### config.mk
export PLATFORM = sky130hd
export DESIGN_NAME = data_bus_arbiter
export DESIGN_NICKNAME = d
export VERILOG_FILES = /design/src/rtl/data_bus_arbiter.sv
export SDC_FILE = /design/constraint.sdc
export NUM_CORES = 1
export LEC_CHECK = 0
export ABC_AREA = 1
export BUFFER_PORTS_ARGS = -buffer_cell sky130_fd_sc_hd__buf_2
export CAP_MARGIN = 15
export CORE_ASPECT_RATIO = 0.5
export CORE_UTILIZATION = 46
export CTS_CLUSTER_SIZE = 8
export DETAILED_ROUTE_END_ITERATION = 6
export HOLD_SLACK_MARGIN = 0.12
export PLACE_DENSITY = 0.86
export SLEW_MARGIN = 10
export SYNTH_ARGS = -nofsm -noshare
export SYNTH_HDL_FRONTEND = slang
export SYNTH_SLANG_ARGS = --single-unit
### constraint.sdc
create_clock -name clk -period 4.2 [get_ports clk]
set_input_delay 0.84 -clock clk [delete_from_list [all_inputs] [get_ports clk]]
set_output_delay 0.84 -clock clk [all_outputs]
set_load 0.01 [all_outputs]
### src/rtl/data_bus_arbiter.sv
// data_bus_arbiter
//   Shares one data-memory slave port between two masters:
//     M0 - CPU load/store path, M1 - DMA / debug loader.
//   Round-robin arbitration, registered request forwarding, a variable-latency
//   slave handshake and a watchdog that terminates accesses the slave never acks.
//
// Handshake contract (both sides):
//   A master raises mX_req with addr/we/size/wd stable and holds them until it
//   sees mX_ack (a 1-cycle pulse, with mX_rd/mX_err valid in that same cycle).
//   In the cycle after the ack it either drops req or presents its next request.
//   On the slave side s_req is held with s_* stable until the slave returns a
//   1-cycle s_ack (s_rd valid with it). A transfer takes at least 3 cycles:
//   IDLE (arbitrate), BUSY (wait for s_ack), DONE (return the ack).
//
// Ports
//   clk, rst          rising-edge clock, asynchronous active-high reset
//   m0_* / m1_*       master request inputs and ack/err/rd outputs
//   s_*               registered slave request, slave ack/read data inputs
//   grant             index of the master owning the bus (valid in BUSY/DONE)
//   dbg_state         current FSM state (0 IDLE, 1 BUSY, 2 DONE)

module data_bus_arbiter #(
    parameter int ADDR_W  = 32,
    parameter int DATA_W  = 32,
    parameter int TIMEOUT = 16
) (
    input  logic              clk,
    input  logic              rst,

    input  logic              m0_req,
    input  logic [ADDR_W-1:0] m0_addr,
    input  logic              m0_we,
    input  logic [1:0]        m0_size,
    input  logic [DATA_W-1:0] m0_wd,
    output logic              m0_ack,
    output logic              m0_err,
    output logic [DATA_W-1:0] m0_rd,

    input  logic              m1_req,
    input  logic [ADDR_W-1:0] m1_addr,
    input  logic              m1_we,
    input  logic [1:0]        m1_size,
    input  logic [DATA_W-1:0] m1_wd,
    output logic              m1_ack,
    output logic              m1_err,
    output logic [DATA_W-1:0] m1_rd,

    output logic              s_req,
    output logic [ADDR_W-1:0] s_addr,
    output logic              s_we,
    output logic [1:0]        s_size,
    output logic [DATA_W-1:0] s_wd,
    input  logic              s_ack,
    input  logic [DATA_W-1:0] s_rd,

    output logic              grant,
    output logic [1:0]        dbg_state
);

    localparam logic [1:0] ST_IDLE = 2'd0;
    localparam logic [1:0] ST_BUSY = 2'd1;
    localparam logic [1:0] ST_DONE = 2'd2;

    // Watchdog only needs to reach TIMEOUT-1.
    localparam int WDOG_W = (TIMEOUT > 1) ? $clog2(TIMEOUT) : 1;
    localparam logic [WDOG_W-1:0] WDOG_LAST = WDOG_W'((TIMEOUT > 0) ? TIMEOUT - 1 : 0);

    logic [1:0]        r_state;
    logic              r_grant;
    logic              r_last_grant;
    logic [ADDR_W-1:0] r_s_addr;
    logic              r_s_we;
    logic [1:0]        r_s_size;
    logic [DATA_W-1:0] r_s_wd;
    logic [DATA_W-1:0] r_rd_q;
    logic              r_err_q;
    logic [WDOG_W-1:0] r_wdog;

    logic              w_pick;
    logic              w_timeout;
    logic              w_done;

    // Single requester wins outright; on a tie the master that did not win last time goes.
    assign w_pick    = (m0_req && m1_req) ? ~r_last_grant : m1_req;
    assign w_timeout = (TIMEOUT != 0) && (r_wdog == WDOG_LAST);

    always_ff @(posedge clk or posedge rst) begin
        if (rst) begin
            r_state      <= ST_IDLE;
            r_grant      <= 1'b0;
            r_last_grant <= 1'b1;
            r_s_addr     <= '0;
            r_s_we       <= 1'b0;
            r_s_size     <= 2'b00;
            r_s_wd       <= '0;
            r_rd_q       <= '0;
            r_err_q      <= 1'b0;
            r_wdog       <= '0;
        end else begin
            case (r_state)
                ST_IDLE: begin
                    if (m0_req || m1_req) begin
                        r_grant      <= w_pick;
                        r_last_grant <= w_pick;
                        r_s_addr     <= w_pick ? m1_addr : m0_addr;
                        r_s_we       <= w_pick ? m1_we   : m0_we;
                        r_s_size     <= w_pick ? m1_size : m0_size;
                        r_s_wd       <= w_pick ? m1_wd   : m0_wd;
                        r_state      <= ST_BUSY;
                    end
                end
                ST_BUSY: begin
                    r_wdog <= r_wdog + 1'b1;
                    // A slave ack in the watchdog's last cycle still completes normally.
                    if (s_ack) begin
                        r_rd_q  <= s_rd;
                        r_err_q <= 1'b0;
                        r_state <= ST_DONE;
                    end else if (w_timeout) begin
                        r_err_q <= 1'b1;
                        r_state <= ST_DONE;
                    end
                end
                ST_DONE: begin
                    // Requests are not sampled here; a still-high req is seen in IDLE.
                    r_wdog  <= '0;
                    r_err_q <= 1'b0;
                    r_state <= ST_IDLE;
                end
                default: begin
                    r_state <= ST_IDLE;
                end
            endcase
        end
    end

    assign w_done = (r_state == ST_DONE);

    assign s_req     = (r_state == ST_BUSY);
    assign s_addr    = r_s_addr;
    assign s_we      = r_s_we;
    assign s_size    = r_s_size;
    assign s_wd      = r_s_wd;
    assign grant     = r_grant;
    assign dbg_state = r_state;

    // Completion is steered only to the owner; the other master sees all zeros.
    assign m0_ack = w_done && !r_grant;
    assign m1_ack = w_done &&  r_grant;
    assign m0_err = m0_ack && r_err_q;
    assign m1_err = m1_ack && r_err_q;
    assign m0_rd  = m0_ack ? r_rd_q : '0;
    assign m1_rd  = m1_ack ? r_rd_q : '0;

endmodule
## After elaboration in Yosys (flattened, before gate mapping)

Index checks and enable logic that the tools add are counted.

- Register bits after elaboration: 108
- Input bits: 171
- Logic and storage cells: 45
- Output and inout bits: 139
- Bits in read-only memories: 0
- Latch bits: 0
- Memories: 0
- Bits in writable memories: 0

- Bitwise operators: 1
- Multiply operators: 0
- Shift operators: 0
- Reductions and logical operators: 13
- Div/mod/pow operators: 0
- $lt $le $gt $ge: 0
- Equality and inequality tests: 5
- $add $sub $neg: 1
- Mux-type cells: 15

Operators by type and width:

| operator | number |
|---|---|
| 32-bit two-way mux | 4 |
| 2-bit two-way mux | 4 |
| 4-bit one-hot mux with 2 select lines | 1 |
| 2-bit AND reduction | 4 |
| 1-bit logical AND | 5 |
| 4-bit by 1-bit adder with 4-bit output (second input constant) | 1 |
| 4-bit equality test (second input constant) | 1 |
| 1-bit two-way mux | 4 |
| 2-bit one-hot mux with 2 select lines | 1 |
| 3-bit by 1-bit != test with 1-bit output (second input constant) | 1 |
| 2-bit by 1-bit equality test with 1-bit output (second input constant) | 1 |
| 2-bit equality test (second input constant) | 1 |
| 2-bit logical NOT | 1 |
| 2-bit != test (second input constant) | 1 |
| 1-bit one-hot mux with 2 select lines | 1 |
| 2-bit nonzero test | 1 |
| 1-bit logical NOT | 1 |
| 1-bit logical OR | 1 |
| 1-bit inverter | 1 |

## Depth between registers and ports, before layout

Gate-level depths: netlist of run 1.

- Word-level depth: 4
- Gate-level depth with buffers: 9
- Gate-level depth less buffers: 8

## Worst setup path before layout of run 1

Ideal clock, no wire load.

- Path kind: register to output
- Start: register r_state[0] (netlist: dbg_state[0])
- End: output m0_rd[10]
- Arrival time: 1502 ps
- Setup slack: 1858 ps
- Cell stages (with the launch flop): 8
- Data required time: 3360 ps
- Buffers on the path: 1
- Cell sequence: dfrtp_1 -> inv_1 -> ha_1 -> inv_1 -> nor2_1 -> inv_1 -> buf_1 -> nor2_1

- Longest elaborated chain between the ends: 3

RTL lines:

| item | RTL line | RTL |
|---|---|---|
| from (decl) | 68 | `logic [1:0] r_state;` |
| from (signal assigned) | 89 | `r_state <= ST_IDLE;` |
| from (signal assigned) | 109 | `r_state <= ST_BUSY;` |
| from (signal assigned) | 118 | `r_state <= ST_DONE;` |
| 2-bit equality test | 137 | `assign w_done = (r_state == ST_DONE);` |
| 1-bit logical AND | 148 | `assign m0_ack = w_done && !r_grant;` |
| via m0_ack | 35 | `output logic m0_ack,` |
| 32-bit two-way mux | 152 | `assign m0_rd = m0_ack ? r_rd_q : '0;` |
| to (decl) | 37 | `output logic [DATA_W-1:0] m0_rd,` |

The timed path passes the listed nets, and every way through them passes these cells.

## Worst setup path after layout of run 1

- Start: register r_state[0] (netlist: dbg_state[0])
- End: output m1_rd[8]

- Longest elaborated chain between the ends: 3

RTL lines:

| item | RTL line | RTL |
|---|---|---|
| 2-bit equality test | 137 |  |
| 1-bit logical AND | 149 | `assign m1_ack = w_done && r_grant;` |
| 32-bit two-way mux | 153 | `assign m1_rd = m1_ack ? r_rd_q : '0;` |
| to (decl) | 46 | `output logic [DATA_W-1:0] m1_rd,` |

No other way between the ends.

==> impl_metrics.json, run 1 <==
{
  "status": "finished, final reports clean",
  "die_x_um": 161.5,
  "cts.repair.resized": 0,
  "synth_area_leaders": "dfrtp_1, nand2_1, nand3_1",
  "cts_max_level": 3,
  "hpwlAfterDp_um": 11720,
  "seq_area_mm2": 0.002704,
  "cap_violations": 0,
  "placed_area_mm2": 0.007392,
  "ys_seq_elements": 108,
  "grt_pass1_wl_um": 25610,
  "grt_pass1_vias": 5456,
  "synth_edf_count": 0,
  "async_reset_ff_frac": 1.000,
  "synthCells": 849,
  "p_leak_nw": 5.085,
  "power_mw": 5.047,
  "timing.fmax_ghz": 0.3215,
  "syn-mean-instance-area_um2": 6.891,
  "synth_top_area_frac": 0.4577,
  "whs_path_depth": 2,
  "synth_area_leader_cell": "dfrtp_1",
  "grt_use_total": 0.2448,
  "critPathArrivalTime_ns": 2.27,
  "dp.cells": 1279,
  "synth_common_cells": "nand2_1, inv_1, nand3_1, dfrtp_1, nor2_1",
  "multi_input_area_mm2": 0.002232,
  "initial_utilization": 0.4841,
  "peakVddDrop_mv": 0.3377,
  "num_io_pins": 310,
  "endpoint_kind": "output pin",
  "final_area_mm2": 0.007737,
  "worstSetupStartpointType": "register",
  "overflow": 0,
  "r2r-start": "dbg_state[0]",
  "clkTransAtPathRegs_ns": 0.07,
  "ys_dominant_reg_cell": "dfrtp_1",
  "cts_sinks": 108,
  "relSlewSlack": 0.2753,
  "skew_ns": 0.003860,
  "drc": 0,
  "rows": 28,
  "slew_violations": 0,
  "nNetsFinal": 1303,
  "hp-start": "s_addr[15]",
  "finalWorstPathRequiredPeriod_ns": 3.111,
  "busiest_layer": "met2",
  "synth_warnings": 0,
  "timing.hold.ws_ns": 0.4784,
  "diodes": 0,
  "grt_max_degree": 70,
  "synth_cell_types": 17,
  "clk_path_buf_depth": 2,
  "fin_cells": 1296,
  "r2r-end": "s_wd[8]",
  "crit_fanout": 34,
  "cts_root_buffer": "clkbuf_16",
  "layout-drive-gt1-share": 0.3006,
  "min_to": "s_addr[15]",
  "synthesis.area_mm2": 0.005851,
  "use_met3": 0.04545,
  "ys_seq_area_frac": 0.4621,
  "cts_made_buffers": 9,
  "dieArea_mm2": 0.01320,
  "hold_buffers": 0,
  "core_region_area_mm2": 0.01209,
  "clk_latency_ns": 0.34,
  "rsz0062_at_grt": "false",
  "nFillCells": 1088,
  "grtUsageMet1": 0.3021,
  "areaGrowthSynthToFinish_pct": 32.25,
  "p_per_area_mw_per_mm2": 652.3,
  "worstMarginPinSlew_ns": 1.084,
  "hold_violations": 0,
  "antenna_left": 0,
  "die_h_um": 81.75,
  "setup_viol": 0,
  "tns_ns": 0,
  "cts_setup_buffers": 0,
  "synth_fp_nets": 1026,
  "grt_antenna_before_repair": 0,
  "dr.pass1.iters": 5,
  "met2_usage": 0.4284,
  "drt_iter0_drc": 363,
  "cp.required_ns": 3.36,
  "yosysMostFrequentCell": "nand2_1",
  "regToRegSetupSlack_ns": 2.22,
  "totalWireLength_um": 16650,
  "wire_per_inst_um": 12.85,
  "hp-class": "register to register",
  "route.vias.total": 6252,
  "rr_worst_depth": 7,
  "period_share": 0.7406,
  "gp_congestion": 0.8880,
  "cts_tree": "built",
  "io_buffers": 309,
  "crit_type": "register to output pin",
  "viasPerCell": 4.824
}
cell families after synthesis:
logic type / count (synthesis) / share of synthesized area
AOI/OAI and AO/OA: 35 / 0.02994
xor gates and xnor gates: 1 / 0.001497
adders and majority gates: 6 / 0.01283
buffers and inverters: 227 / 0.1585
DFF: 108 / 0.4621
and+or+nand+nor: 472 / 0.3351
power breakdown:
part / total [mW] / switching [mW] / internal, mW
clock network: 0.897 / 0.393 / 0.504
registers: 1.80 / 0.241 / 1.55
logic: 2.35 / 1.51 / 0.842
total: 5.05 / 2.15 / 2.90
metal layers:
layer	wire [um]	share of wire	vias up
li1	-	-	3066
met1	6830	0.41	2869
met2	8226	0.49	260
met3	926	0.056	57
met4	666	0.040	0
met5	0	0	-
worst max path at each step:
stage	start	endpoint	slack [ns]
final	dbg_state[0]	m1_rd[8]	1.09
after global routing	dbg_state[0]	m1_rd[8]	0.90
after CTS	dbg_state[0]	m1_rd[8]	1.11
after detailed placement	dbg_state[0]	m1_rd[8]	1.49
after global placement	dbg_state[0]	m0_rd[9]	1.64
after floorplan	rst	dbg_state[0]	0.52
cell usage in the layout, fill, tap and decap left out, drive strengths merged:
master / Yosys / layout
dfstp: 1 / 1
dfrtp: 107 / 107
xor2: 1 / 1
nor2: 107 / 107
o21ai: 1 / 1
clkinv: 0 / 2
ha: 6 / 6
buf: 35 / 315
clkbuf: 14 / 11
bufinv: 0 / 1
nand3: 139 / 139
nand2: 226 / 226
inv: 178 / 180
a21oi: 34 / 34
worst max-delay path, cell delays in order (launching register included):
cell and delay, ns:
dfrtp_1 0.42, inv_1 0.13, ha_1 0.22, nand2_1 0.62
nor2_1 0.35, buf_2 0.18
flip-flops by register name (all words and copies together) (netlist names):
register      flops
r_rd_q           32
s_addr           32
s_wd             32
r_wdog            4
dbg_state         2
s_size            2
grant             1
r_err_q           1
r_last_grant      1
s_we              1
per-stage QoR:
stage,utilization,setup WS (ns)
6_report,0.6402,1.089
5_1_grt,0.6402,0.8980
4_1_cts,0.6381,1.114
3_5_place_dp,0.6116,1.490
3_3_place_gp,0.6116,1.637
2_1_floorplan,-,0.5161
layout make-up:
class,instances,share of cell area
Inverter,178,0.08668
Clock inverter,5,0.008732
Timing Repair Buffer,315,0.2073
Multi-Input combinational cell,514,0.2885
Clock buffer,11,0.03266
Sequential cell,108,0.3494
Tap cell,165,0.02668
No activity file was read; power rests on OpenSTA's default activity.
==> run 2, diff against run 1 <==
==> constraint.sdc (replaced) <==
create_clock -name clk -period 2.9 [get_ports clk]
set_input_delay 0.58 -clock clk [delete_from_list [all_inputs] [get_ports clk]]
set_output_delay 0.58 -clock clk [all_outputs]
set_load 0.01 [all_outputs]
==> impl_metrics.json, run 2 (synthesized netlist as in run 1, its figures left out) <==
{
  "final_common_cell": "buf_2",
  "cts_sinks": 108,
  "placed_area_mm2": 0.007456,
  "rsz0062_at_grt": "false",
  "rows": 28,
  "setup_viol": 0,
  "endpoint_kind": "output pin",
  "diodes": 0,
  "slew_violations": 0,
  "regToRegSetupSlack_ns": 0.97,
  "peakVddDrop_mv": 0.5401,
  "num_io_pins": 310,
  "drc": 0,
  "cts_max_level": 3,
  "tns_ns": 0,
  "rr_worst_depth": 7,
  "final_cell_mix": "buf_2, nand2_1, inv_1, nand3_1, dfrtp_1",
  "hold_buffers": 0,
  "placement.setup.worst_slack_ns": 0.4396,
  "clk_latency_ns": 0.34,
  "viasPerCell": 4.738,
  "crit_fanout": 11,
  "layout_setup_ws_ns": 0.2726,
  "skew_ns": 0.005818,
  "grt_antenna_before_repair": 1,
  "dieArea_mm2": 0.01320,
  "p_leak_nw": 5.090,
  "hpwlAfterDp_um": 11560,
  "die_h_um": 81.75,
  "finalWorstPathRequiredPeriod_ns": 2.627,
  "nFillCells": 1118,
  "hold_violations": 0,
  "layout-drive-gt1-share": 0.3073,
  "crit_type": "register to output pin",
  "initial_utilization": 0.4841,
  "route.vias.total": 6178,
  "timing.fmax_ghz": 0.3806,
  "cts_made_buffers": 9,
  "core_region_area_mm2": 0.01209,
  "crit_start": "dbg_state[0]",
  "grt_use_total": 0.2335,
  "cap_violations": 0,
  "grt_pass1_wl_um": 24670,
  "nNetsFinal": 1311,
  "r2r-start": "dbg_state[0]",
  "totalWireLength_um": 16250,
  "worstSetupStartpointType": "register",
  "cts_root_buffer": "clkbuf_16",
  "clk_path_buf_depth": 2,
  "r2r-end": "s_addr[7]",
  "critPathArrivalTime_ns": 2.05,
  "antenna_left": 0,
  "post-route-util": 0.6435,
  "p_per_area_mw_per_mm2": 927.8,
  "wire_per_inst_um": 12.46,
  "areaGrowthSynthToFinish_pct": 32.93,
  "dr.pass1.iters": 5,
  "hp-class": "input pin to async pin",
  "cts_tree": "built",
  "clkTransAtPathRegs_ns": 0.07,
  "grt_max_degree": 109,
  "die_x_um": 161.5,
  "status": "finished, final reports clean",
  "grt_pass1_vias": 5387,
  "cp.required_ns": 2.32,
  "io_buffers": 309,
  "final_area_mm2": 0.007777,
  "overflow": 0,
  "period_share": 0.9060,
  "worstMarginPinSlew_ns": 0.6840,
  "relSlewSlack": 0.5424,
  "drt_iter0_drc": 289,
  "gp_congestion": 0.8107
}
-- run 2: cell count changes in the layout (fill, tap and decap cells not counted), sizes merged --
cell      change
buf           +7
clkinvlp      +5
inv           -2
bufinv        -1
clkbuf        -1
-- run 2: layout make-up --
type                    instances  area [um2]  share of cell area
flip-flops and latches        108        2704              0.3477
multi-input cells             514        2230              0.2867
repair buffers                322        1669              0.2146
inverters                     178       675.6             0.08687
clock buffers                  10       239.0             0.03073
well taps                     165       206.4             0.02654
clock inverters                 6       46.29            0.005952
repair inverters                1       7.507           0.0009653
-- run 2: worst max path at each step --
stage	endpoint	cells after the start
4_1_cts	m0_rd[3]	7
3_3_place_gp	m0_rd[7]	7
3_5_place_dp	m0_rd[3]	7
6_report	m0_rd[23]	8
5_1_grt	m0_rd[28]	8
2_1_floorplan	m0_rd[10]	7
-- run 2: critical path: stages, from the launching register on --
cell,delay [ns]
dfrtp_1,0.43
inv_1,0.12
ha_1,0.20
inv_1,0.09
nor2_2,0.28
clkinvlp_4,0.16
buf_4,0.20
nor2_1,0.09
buf_2,0.13
-- run 2: report_power, final --
| part | switching (mW) | internal, mW |
|---|---|---|
| Combinational | 2.19 | 1.25 |
| Sequential | 0.349 | 2.25 |
| Clock | 0.565 | 0.613 |
| Total | 3.10 | 4.11 |
-- run 2: repair_timing --
action,in CTS,in global routing
setup endpoints to repair,0,33
setup buffers,0,3
gates resized for setup,0,3
-- run 2: per-stage QoR --
stage	instances	hold slack, ns	power, mW
final	1304	0.3659	7.216
after global routing	1304	0.4451	7.779
after CTS	1300	0.4307	7.231
after detailed placement	1284	0.4598	6.028
after global placement	1284	0.4579	5.899
after floorplan	849	0.4416	4.748
-- run 2: layer usage --
| layer | vias up | wire [um] | GRT usage | part of all wire |
|---|---|---|---|---|
| met5 | - | 13 | 0 | 0.00080 |
| met4 | 2 | 415 | 0.09057 | 0.026 |
| met3 | 40 | 771 | 0.04394 | 0.047 |
| met2 | 193 | 8429 | 0.4323 | 0.52 |
| met1 | 2862 | 6615 | 0.2742 | 0.41 |
| li1 | 3081 | - | - | - |
